===== config.mk =====
export PLATFORM = sky130hd
export DESIGN_NAME = toaplan2_audio_mixer_flat
export DESIGN_NICKNAME = d
export VERILOG_FILES = /design/src/rtl/toaplan2_audio_mixer_pkg.sv /design/src/rtl/toaplan2_audio_mixer_if.sv /design/src/rtl/toaplan2_gain_ramp.sv /design/src/rtl/toaplan2_audio_mixer.sv /design/src/flat_wrapper.sv
export SDC_FILE = /design/constraint.sdc
export NUM_CORES = 1
export LEC_CHECK = 0
export CAP_MARGIN = 30
export CORE_UTILIZATION = 61
export CTS_CLUSTER_SIZE = 8
export DETAILED_ROUTE_END_ITERATION = 16
export PLACE_DENSITY_LB_ADDON = 0.1
export SETUP_SLACK_MARGIN = 0.02
export SYNTH_ARGS = -nofsm -noshare
export SYNTH_HDL_FRONTEND = slang
export SYNTH_HIERARCHICAL = 1
export SYNTH_SLANG_ARGS = --single-unit

===== constraint.sdc =====
create_clock -name CLK96 -period 9.1 [get_ports CLK96]
set_input_delay 1.82 -clock CLK96 [delete_from_list [all_inputs] [get_ports CLK96]]
set_output_delay 1.82 -clock CLK96 [all_outputs]
set_load 0.05 [all_outputs]

===== src/rtl/toaplan2_audio_mixer_pkg.sv =====
// Shared types and constants for the Toaplan 2 audio mixer: FSM states,
// 4.4 gain format and the accumulator sizing rule.
package toaplan2_audio_mixer_pkg;

  typedef enum logic [1:0] {
    IDLE,
    ACC,
    SAT,
    OUT
  } mix_state_t;

  localparam int GAIN_W    = 8;
  localparam int GAIN_FRAC = 4;
  localparam logic [GAIN_W-1:0] GAIN_UNITY = 8'h10;

  // Product is WIN+GAIN_W+1 bits; one extra bit per doubling of channels plus a spare.
  function automatic int acc_width(input int win, input int nch);
    return win + GAIN_W + 1 + $clog2(nch) + 1;
  endfunction

endpackage


===== src/rtl/toaplan2_audio_mixer_if.sv =====
// Channel inputs and mixed outputs of the audio mixer, bundled for the top-level port.
interface toaplan2_audio_mixer_if
  import toaplan2_audio_mixer_pkg::*;
#(
  parameter int NCH  = 4,
  parameter int WIN  = 16,
  parameter int WOUT = 16
);

  logic                   CEN;
  logic [NCH*WIN-1:0]     CH_IN;
  logic [NCH*GAIN_W-1:0]  CH_GAIN;
  logic [NCH-1:0]         CH_EN;
  logic [NCH*2-1:0]       CH_PAN;
  logic signed [WOUT-1:0] LEFT;
  logic signed [WOUT-1:0] RIGHT;
  logic                   SAMPLE;
  logic                   PEAK;
  logic                   BUSY;

  modport master (
    output CEN, CH_IN, CH_GAIN, CH_EN, CH_PAN,
    input  LEFT, RIGHT, SAMPLE, PEAK, BUSY
  );

  modport slave (
    input  CEN, CH_IN, CH_GAIN, CH_EN, CH_PAN,
    output LEFT, RIGHT, SAMPLE, PEAK, BUSY
  );

endinterface


===== src/rtl/toaplan2_gain_ramp.sv =====
// One channel's current gain, stepping one LSB toward its target on each ramp pulse.
module toaplan2_gain_ramp
  import toaplan2_audio_mixer_pkg::*;
(
  input  logic              clk,
  input  logic              rst_n,
  input  logic              step,
  input  logic [GAIN_W-1:0] target,
  output logic [GAIN_W-1:0] cur_gain
);

  always_ff @(posedge clk or negedge rst_n) begin
    if (!rst_n) begin
      cur_gain <= '0;
    end else if (step) begin
      if (cur_gain < target) begin
        cur_gain <= cur_gain + 1'b1;
      end else if (cur_gain > target) begin
        cur_gain <= cur_gain - 1'b1;
      end
    end
  end

endmodule


===== src/rtl/toaplan2_audio_mixer.sv =====
// Multi-channel stereo mixer: per-channel ramped gain, pan routing, one channel
// accumulated per cycle, then shift/saturate and a held clip indicator.
module toaplan2_audio_mixer
  import toaplan2_audio_mixer_pkg::*;
#(
  parameter int NCH       = 4,
  parameter int WIN       = 16,
  parameter int WOUT      = 16,
  parameter int RAMP_DIV  = 256,
  parameter int PEAK_HOLD = 1024
)(
  input logic CLK96,
  input logic RESET96_N,
  toaplan2_audio_mixer_if.slave mix
);

  localparam int ACC_W = acc_width(WIN, NCH);
  localparam int PRD_W = WIN + GAIN_W + 1;
  localparam int IDX_W = (NCH > 1) ? $clog2(NCH) : 1;
  localparam int DIV_W = (RAMP_DIV > 1) ? $clog2(RAMP_DIV) : 1;
  localparam int PK_W  = $clog2(PEAK_HOLD + 1);

  logic [DIV_W-1:0]  div_cnt;
  logic              ramp_step;
  logic [GAIN_W-1:0] cur_gain [NCH];

  assign ramp_step = (div_cnt == DIV_W'(RAMP_DIV - 1));

  always_ff @(posedge CLK96 or negedge RESET96_N) begin
    if (!RESET96_N) begin
      div_cnt <= '0;
    end else if (ramp_step) begin
      div_cnt <= '0;
    end else begin
      div_cnt <= div_cnt + 1'b1;
    end
  end

  for (genvar i = 0; i < NCH; i++) begin : g_ch
    logic [GAIN_W-1:0] target;
    assign target = mix.CH_EN[i] ? mix.CH_GAIN[i*GAIN_W +: GAIN_W] : '0;

    toaplan2_gain_ramp u_ramp (
      .clk      (CLK96),
      .rst_n    (RESET96_N),
      .step     (ramp_step),
      .target   (target),
      .cur_gain (cur_gain[i])
    );
  end

  mix_state_t             state;
  logic [IDX_W-1:0]       idx;
  logic signed [WIN-1:0]  in_q   [NCH];
  logic [GAIN_W-1:0]      gain_q [NCH];
  logic [1:0]             pan_q  [NCH];
  logic signed [ACC_W-1:0] acc_l, acc_r;
  logic signed [PRD_W-1:0] in_ext, gain_ext, prod;
  logic signed [ACC_W-1:0] prod_ext;
  logic [WOUT:0]          sat_l_n, sat_r_n;
  logic [WOUT-1:0]        sat_l, sat_r;
  logic                   clip;
  logic [PK_W-1:0]        peak_cnt;
  logic signed [WOUT-1:0] left_q, right_q;
  logic                   sample_q, peak_q, busy_q;

  // Returns {clip, value}: the gain's fractional bits are dropped, then clamped to WOUT.
  function automatic logic [WOUT:0] saturate(input logic signed [ACC_W-1:0] a);
    logic signed [ACC_W-1:0] sh;
    logic [ACC_W-WOUT:0]     hi;
    sh = a >>> GAIN_FRAC;
    hi = sh[ACC_W-1:WOUT-1];
    if (hi == '0 || hi == '1) begin
      return {1'b0, sh[WOUT-1:0]};
    end else if (sh[ACC_W-1]) begin
      return {2'b11, {(WOUT-1){1'b0}}};
    end else begin
      return {2'b10, {(WOUT-1){1'b1}}};
    end
  endfunction

  always_comb begin
    in_ext   = PRD_W'(in_q[idx]);
    gain_ext = PRD_W'($signed({1'b0, gain_q[idx]}));
    prod     = in_ext * gain_ext;
    prod_ext = ACC_W'(prod);
    sat_l_n  = saturate(acc_l);
    sat_r_n  = saturate(acc_r);
  end

  always_ff @(posedge CLK96 or negedge RESET96_N) begin
    if (!RESET96_N) begin
      state    <= IDLE;
      idx      <= '0;
      acc_l    <= '0;
      acc_r    <= '0;
      sat_l    <= '0;
      sat_r    <= '0;
      clip     <= 1'b0;
      peak_cnt <= '0;
      left_q   <= '0;
      right_q  <= '0;
      sample_q <= 1'b0;
      peak_q   <= 1'b0;
      busy_q   <= 1'b0;
      for (int unsigned i = 0; i < NCH; i++) begin
        in_q[i]   <= '0;
        gain_q[i] <= '0;
        pan_q[i]  <= '0;
      end
    end else begin
      sample_q <= 1'b0;
      case (state)
        IDLE: begin
          if (mix.CEN) begin
            // Gains are captured with the samples so a ramp step mid-mix waits for the next mix.
            for (int unsigned i = 0; i < NCH; i++) begin
              in_q[i]   <= mix.CH_IN[i*WIN +: WIN];
              gain_q[i] <= cur_gain[i];
              pan_q[i]  <= mix.CH_PAN[i*2 +: 2];
            end
            acc_l  <= '0;
            acc_r  <= '0;
            idx    <= '0;
            busy_q <= 1'b1;
            state  <= ACC;
          end
        end
        ACC: begin
          if (pan_q[idx][0]) acc_l <= acc_l + prod_ext;
          if (pan_q[idx][1]) acc_r <= acc_r + prod_ext;
          if (idx == IDX_W'(NCH - 1)) begin
            state <= SAT;
          end else begin
            idx <= idx + 1'b1;
          end
        end
        SAT: begin
          sat_l <= sat_l_n[WOUT-1:0];
          sat_r <= sat_r_n[WOUT-1:0];
          clip  <= sat_l_n[WOUT] | sat_r_n[WOUT];
          state <= OUT;
        end
        OUT: begin
          left_q   <= sat_l;
          right_q  <= sat_r;
          sample_q <= 1'b1;
          busy_q   <= 1'b0;
          state    <= IDLE;
          if (clip) begin
            peak_cnt <= PK_W'(PEAK_HOLD);
            peak_q   <= 1'b1;
          end else if (peak_cnt != '0) begin
            peak_cnt <= peak_cnt - 1'b1;
            if (peak_cnt == PK_W'(1)) peak_q <= 1'b0;
          end
        end
        default: state <= IDLE;
      endcase
    end
  end

  assign mix.LEFT   = left_q;
  assign mix.RIGHT  = right_q;
  assign mix.SAMPLE = sample_q;
  assign mix.PEAK   = peak_q;
  assign mix.BUSY   = busy_q;

endmodule


===== src/flat_wrapper.sv =====
// flat-port wrapper written by rule: the top's interface ports become plain ports
module toaplan2_audio_mixer_flat import toaplan2_audio_mixer_pkg::*;
#(
  parameter int NCH       = 4,
  parameter int WIN       = 16,
  parameter int WOUT      = 16,
  parameter int RAMP_DIV  = 256,
  parameter int PEAK_HOLD = 1024
)
  (CLK96, RESET96_N, mix_CEN, mix_CH_IN, mix_CH_GAIN, mix_CH_EN, mix_CH_PAN, mix_LEFT, mix_RIGHT, mix_SAMPLE, mix_PEAK, mix_BUSY);
  toaplan2_audio_mixer_if #(.NCH(NCH), .WIN(WIN), .WOUT(WOUT)) mix_i ();
  input logic CLK96;
  input logic RESET96_N;
  input wire logic [$bits(mix_i.CEN)-1:0] mix_CEN;
  input wire logic [$bits(mix_i.CH_IN)-1:0] mix_CH_IN;
  input wire logic [$bits(mix_i.CH_GAIN)-1:0] mix_CH_GAIN;
  input wire logic [$bits(mix_i.CH_EN)-1:0] mix_CH_EN;
  input wire logic [$bits(mix_i.CH_PAN)-1:0] mix_CH_PAN;
  output wire logic [$bits(mix_i.LEFT)-1:0] mix_LEFT;
  output wire logic [$bits(mix_i.RIGHT)-1:0] mix_RIGHT;
  output wire logic [$bits(mix_i.SAMPLE)-1:0] mix_SAMPLE;
  output wire logic [$bits(mix_i.PEAK)-1:0] mix_PEAK;
  output wire logic [$bits(mix_i.BUSY)-1:0] mix_BUSY;
  assign mix_i.CEN = mix_CEN;
  assign mix_i.CH_IN = mix_CH_IN;
  assign mix_i.CH_GAIN = mix_CH_GAIN;
  assign mix_i.CH_EN = mix_CH_EN;
  assign mix_i.CH_PAN = mix_CH_PAN;
  assign mix_LEFT = mix_i.LEFT;
  assign mix_RIGHT = mix_i.RIGHT;
  assign mix_SAMPLE = mix_i.SAMPLE;
  assign mix_PEAK = mix_i.PEAK;
  assign mix_BUSY = mix_i.BUSY;
  toaplan2_audio_mixer #(.NCH(NCH), .WIN(WIN), .WOUT(WOUT), .RAMP_DIV(RAMP_DIV), .PEAK_HOLD(PEAK_HOLD)) u_core (.CLK96(CLK96), .RESET96_N(RESET96_N), .mix(mix_i));
endmodule

==> results.py <==
metrics = {
    "status": {
        "outcome": "complete, no violations",
    },
    "timing": {
        "finClkSkew_ns": 0.0220,
        "finalHoldWorstSlack_ns": 0.482,
        "setup_viol": 0,
        "fmax_ghz": 0.122,
        "worstMarginPinSlew_ns": 0.954,
        "setup_tns_ns": 0,
        "rsz0062_at_grt": "false",
        "min_period_ns": 8.18,
        "max_slew_margin": 0.362,
        "final-hold-violation-count": 0,
        "drv_slew": 0,
        "period_share": 0.899,
    },
    "power_and_ir_drop": {
        "power_uw": 4490,
        "p_int_uw": 2980,
        "swShare": 0.338,
        "p_seq_frac": 0.379,
        "pwr-share-comb": 0.323,
        "cellPowerDensity_mw_per_mm2": 188,
        "cellLeakagePower_uw": 0.0116,
        "ir_worst_vdd_v": 0.000183,
        "switchingPower_uw": 1520,
        "clkPwrFrac": 0.298,
    },
    "layout": {
        "nets": 2580,
        "multi_input_area_sq_mm": 0.0126,
        "layout.cells.non_filler": 2646,
        "layout-drive-gt1-share": 0.125,
        "n_fill_cell": 2462,
        "num_antenna_cells": 0,
        "syn2layout_area_growth_pct": 15.0,
        "finalInstanceArea_sq_mm": 0.0239,
        "register_area_sq_mm": 0.00708,
    },
    "clocking": {
        "cts.repair.resized": 0,
        "htree_levels": 2,
        "tritoncts": "built",
        "postCtsSetupRepairBufs": 0,
        "cts.sinks": 283,
        "cts-hold-fix-buffers": 0,
        "cts-root-buf": "clkbuf_16",
        "cts_made_buffers": 41,
        "insertion_delay_ns": 0.53,
        "cts_buffer_depth": 3,
        "clk_pin_slew_ns": 0.05,
    },
    "synth": {
        "netlist_top_cells_count": "dfrtp_1 (283), inv_1 (231), nand2_1 (170)",
        "synth_edf_count": 0,
        "synth_top_cells_by_area": "dfrtp_1 (34%), fa_1 (10%), ha_1 (10%)",
        "ys.flop_type": "dfrtp_1",
        "yosys.area.top_type": "dfrtp_1",
        "ys_warn_count": 6,
        "yosysMostFrequentCell": "dfrtp_1",
        "syn-num-nets": 2428,
        "syn_area_sq_mm": 0.0208,
        "ys_seq_area_frac": 0.341,
        "ys_types": 72,
        "ys_ff_latch": 283,
        "avgSynthCellArea_sq_um": 10.2,
        "yosysTopAreaCellShare": 0.341,
        "postSynth.asyncResetShare": 1.00,
        "syn_inst": 2041,
    },
    "drt": {
        "drt-total-wl_mm": 47.1,
        "first_pass_iters": 5,
        "vias": 15300,
        "vias_per_cell": 5.78,
        "drt_iter0_markers": 765,
        "route.detailed.drc": 0,
        "postRouteAntennaNets": 0,
        "wire_per_inst_um": 17.8,
    },
    "place": {
        "place_area_sq_mm": 0.0227,
        "io_buffers": 145,
        "dpl.cell_count": 2594,
        "dp_hpwl_mm": 35.7,
        "gp_congestion": 0.909,
    },
    "global_route": {
        "grt.overflow.total": 0,
        "grt_start_max_net_pins": 87,
        "antenna_found_initial": 0,
        "grt_pass1_vias": 15700,
        "grt_first_pass_wirelength_mm": 78.5,
        "grtUsageTotal": 0.277,
    },
    "floorplanning": {
        "die_area_sq_mm": 0.0348,
        "die_height_um": 187,
        "core_sq_mm": 0.0335,
        "io_pins": 146,
        "fp.dieW_um": 187,
        "rows": 67,
        "initial_core_util": 0.619,
    },
    "setup_path": {
        "critPathSlowestCell": "dfrtp_1",
        "worstSetupPathType": "flop to flop",
        "path_max_fanout": 17,
        "slowest_delay_ns": 0.83,
        "critical_path_arrival_ns": 8.63,
        "end_kind": "flop",
        "cp.required_ns": 9.55,
        "crit_path_frequent_cell": "inv_1",
        "startpoint_type": "flop",
    },
    "hold_path": {
        "hold_class": "flop to flop",
    },
    "flow_run": {
        "max_cap_viol_count": 0,
    },
}
-- state kept, by name (all words and copies together), names as in the netlist --
register	cells
u_core/mix.RIGHT	16
u_core/div_cnt	8
u_core/gain_q	32
u_core/mix.BUSY	1
u_core/idx	2
u_core/acc_r	28
u_core/mix.SAMPLE	1
u_core/acc_l	28
u_core/state	2
u_core/sat_r	16
u_core/pan_q	8
u_core/mix.PEAK	1
u_core/sat_l	16
u_core/clip	1
u_core/mix.LEFT	16
u_core/peak_cnt	11
u_core/g_ch.u_ramp/cur_gain	32
u_core/in_q	64
-- layout make-up --
class,instances,share of cell area
repair buffers,166,0.0703
multi-input cells,1470,0.528
clock inverters,1,0.000681
flip-flops and latches,283,0.297
well taps,448,0.0235
inverters,231,0.0363
clock buffers,47,0.0452
-- cells by family after synthesis --
kind of cell	Yosys count	synth area share
buf+inv	288	0.0529
xor+xnor	99	0.0421
compound gates	420	0.129
flops	283	0.341
mux	178	0.110
simple gates	497	0.119
fa+ha+maj	276	0.205
-- worst paths after layout --
path / depth (start not counted) / startpoint / slack (ns) / end
setup / recovery: 27 / u_core/idx[1] / 0.92 / u_core/acc_r[27]
hold / removal: 1 / u_core/div_cnt[4] / 0.48 / u_core/div_cnt[4]
setup reg to reg: 27 / u_core/idx[1] / 0.92 / u_core/acc_r[27]
hold reg to reg: 1 / u_core/div_cnt[4] / 0.48 / u_core/div_cnt[4]
max in group asynchronous: 2 / RESET96_N / 6.38 / u_core/in_q[38]
min in group asynchronous: 1 / RESET96_N / 1.27 / u_core/mix.RIGHT[3]
-- per-layer routing --
metal,share of wire,vias up,GRT usage
li1,-,7309,-
met3,0.036,80,0.0342
met1,0.43,7558,0.359
met5,0,-,0
met4,0.032,0,0.0965
met2,0.50,342,0.482
-- critical path: cells and delay by family (launching register included) --
family          cells  cell delay, ns
buf+inv             6            0.67
compound gates      9            1.81
mux                 1            0.61
fa+ha+maj           6            2.79
simple gates        4            1.15
flops               1            0.83
xor+xnor            1            0.21
-- through the flow --
step           setup WS, ns   util
6_report              0.918  0.712
5_1_grt               0.379  0.712
4_1_cts               0.525  0.710
3_5_place_dp          0.564  0.677
3_3_place_gp          0.607  0.676
2_1_floorplan          1.53      -
-- cell usage in the layout, fill, tap and decap left out, types with 10 or more instances in the layout --
cell / count
nand2b_1: 11
and2_1: 112
clkdlybuf4s50_1: 144
buf_4: 16
o31ai_1: 10
mux2_2: 152
xnor2_1: 61
or3_1: 17
xor2_1: 37
fa_1: 108
clkbuf_16: 42
a21oi_1: 124
nand3_1: 26
and3_1: 16
nand4_1: 11
a21o_1: 40
o21a_1: 13
ha_1: 167
o21bai_1: 13
dfrtp_1: 282
o211ai_1: 23
inv_1: 231
mux4_2: 25
nand2_1: 169
o21ai_0: 121
nor2b_1: 10
nor2_1: 74
nor3_1: 24
-- power groups by stage --
stage          registers (uW)  logic, uW  clock network, uW
6_report                 1700       1450               1340
3_3_place_gp             1740       1350                  0
5_1_grt                  1730       1570               1420
3_5_place_dp             1750       1390                  0
2_1_floorplan            1800        868                  0
4_1_cts                  1730       1410               1370
Power figures use the tool's default switching activity.
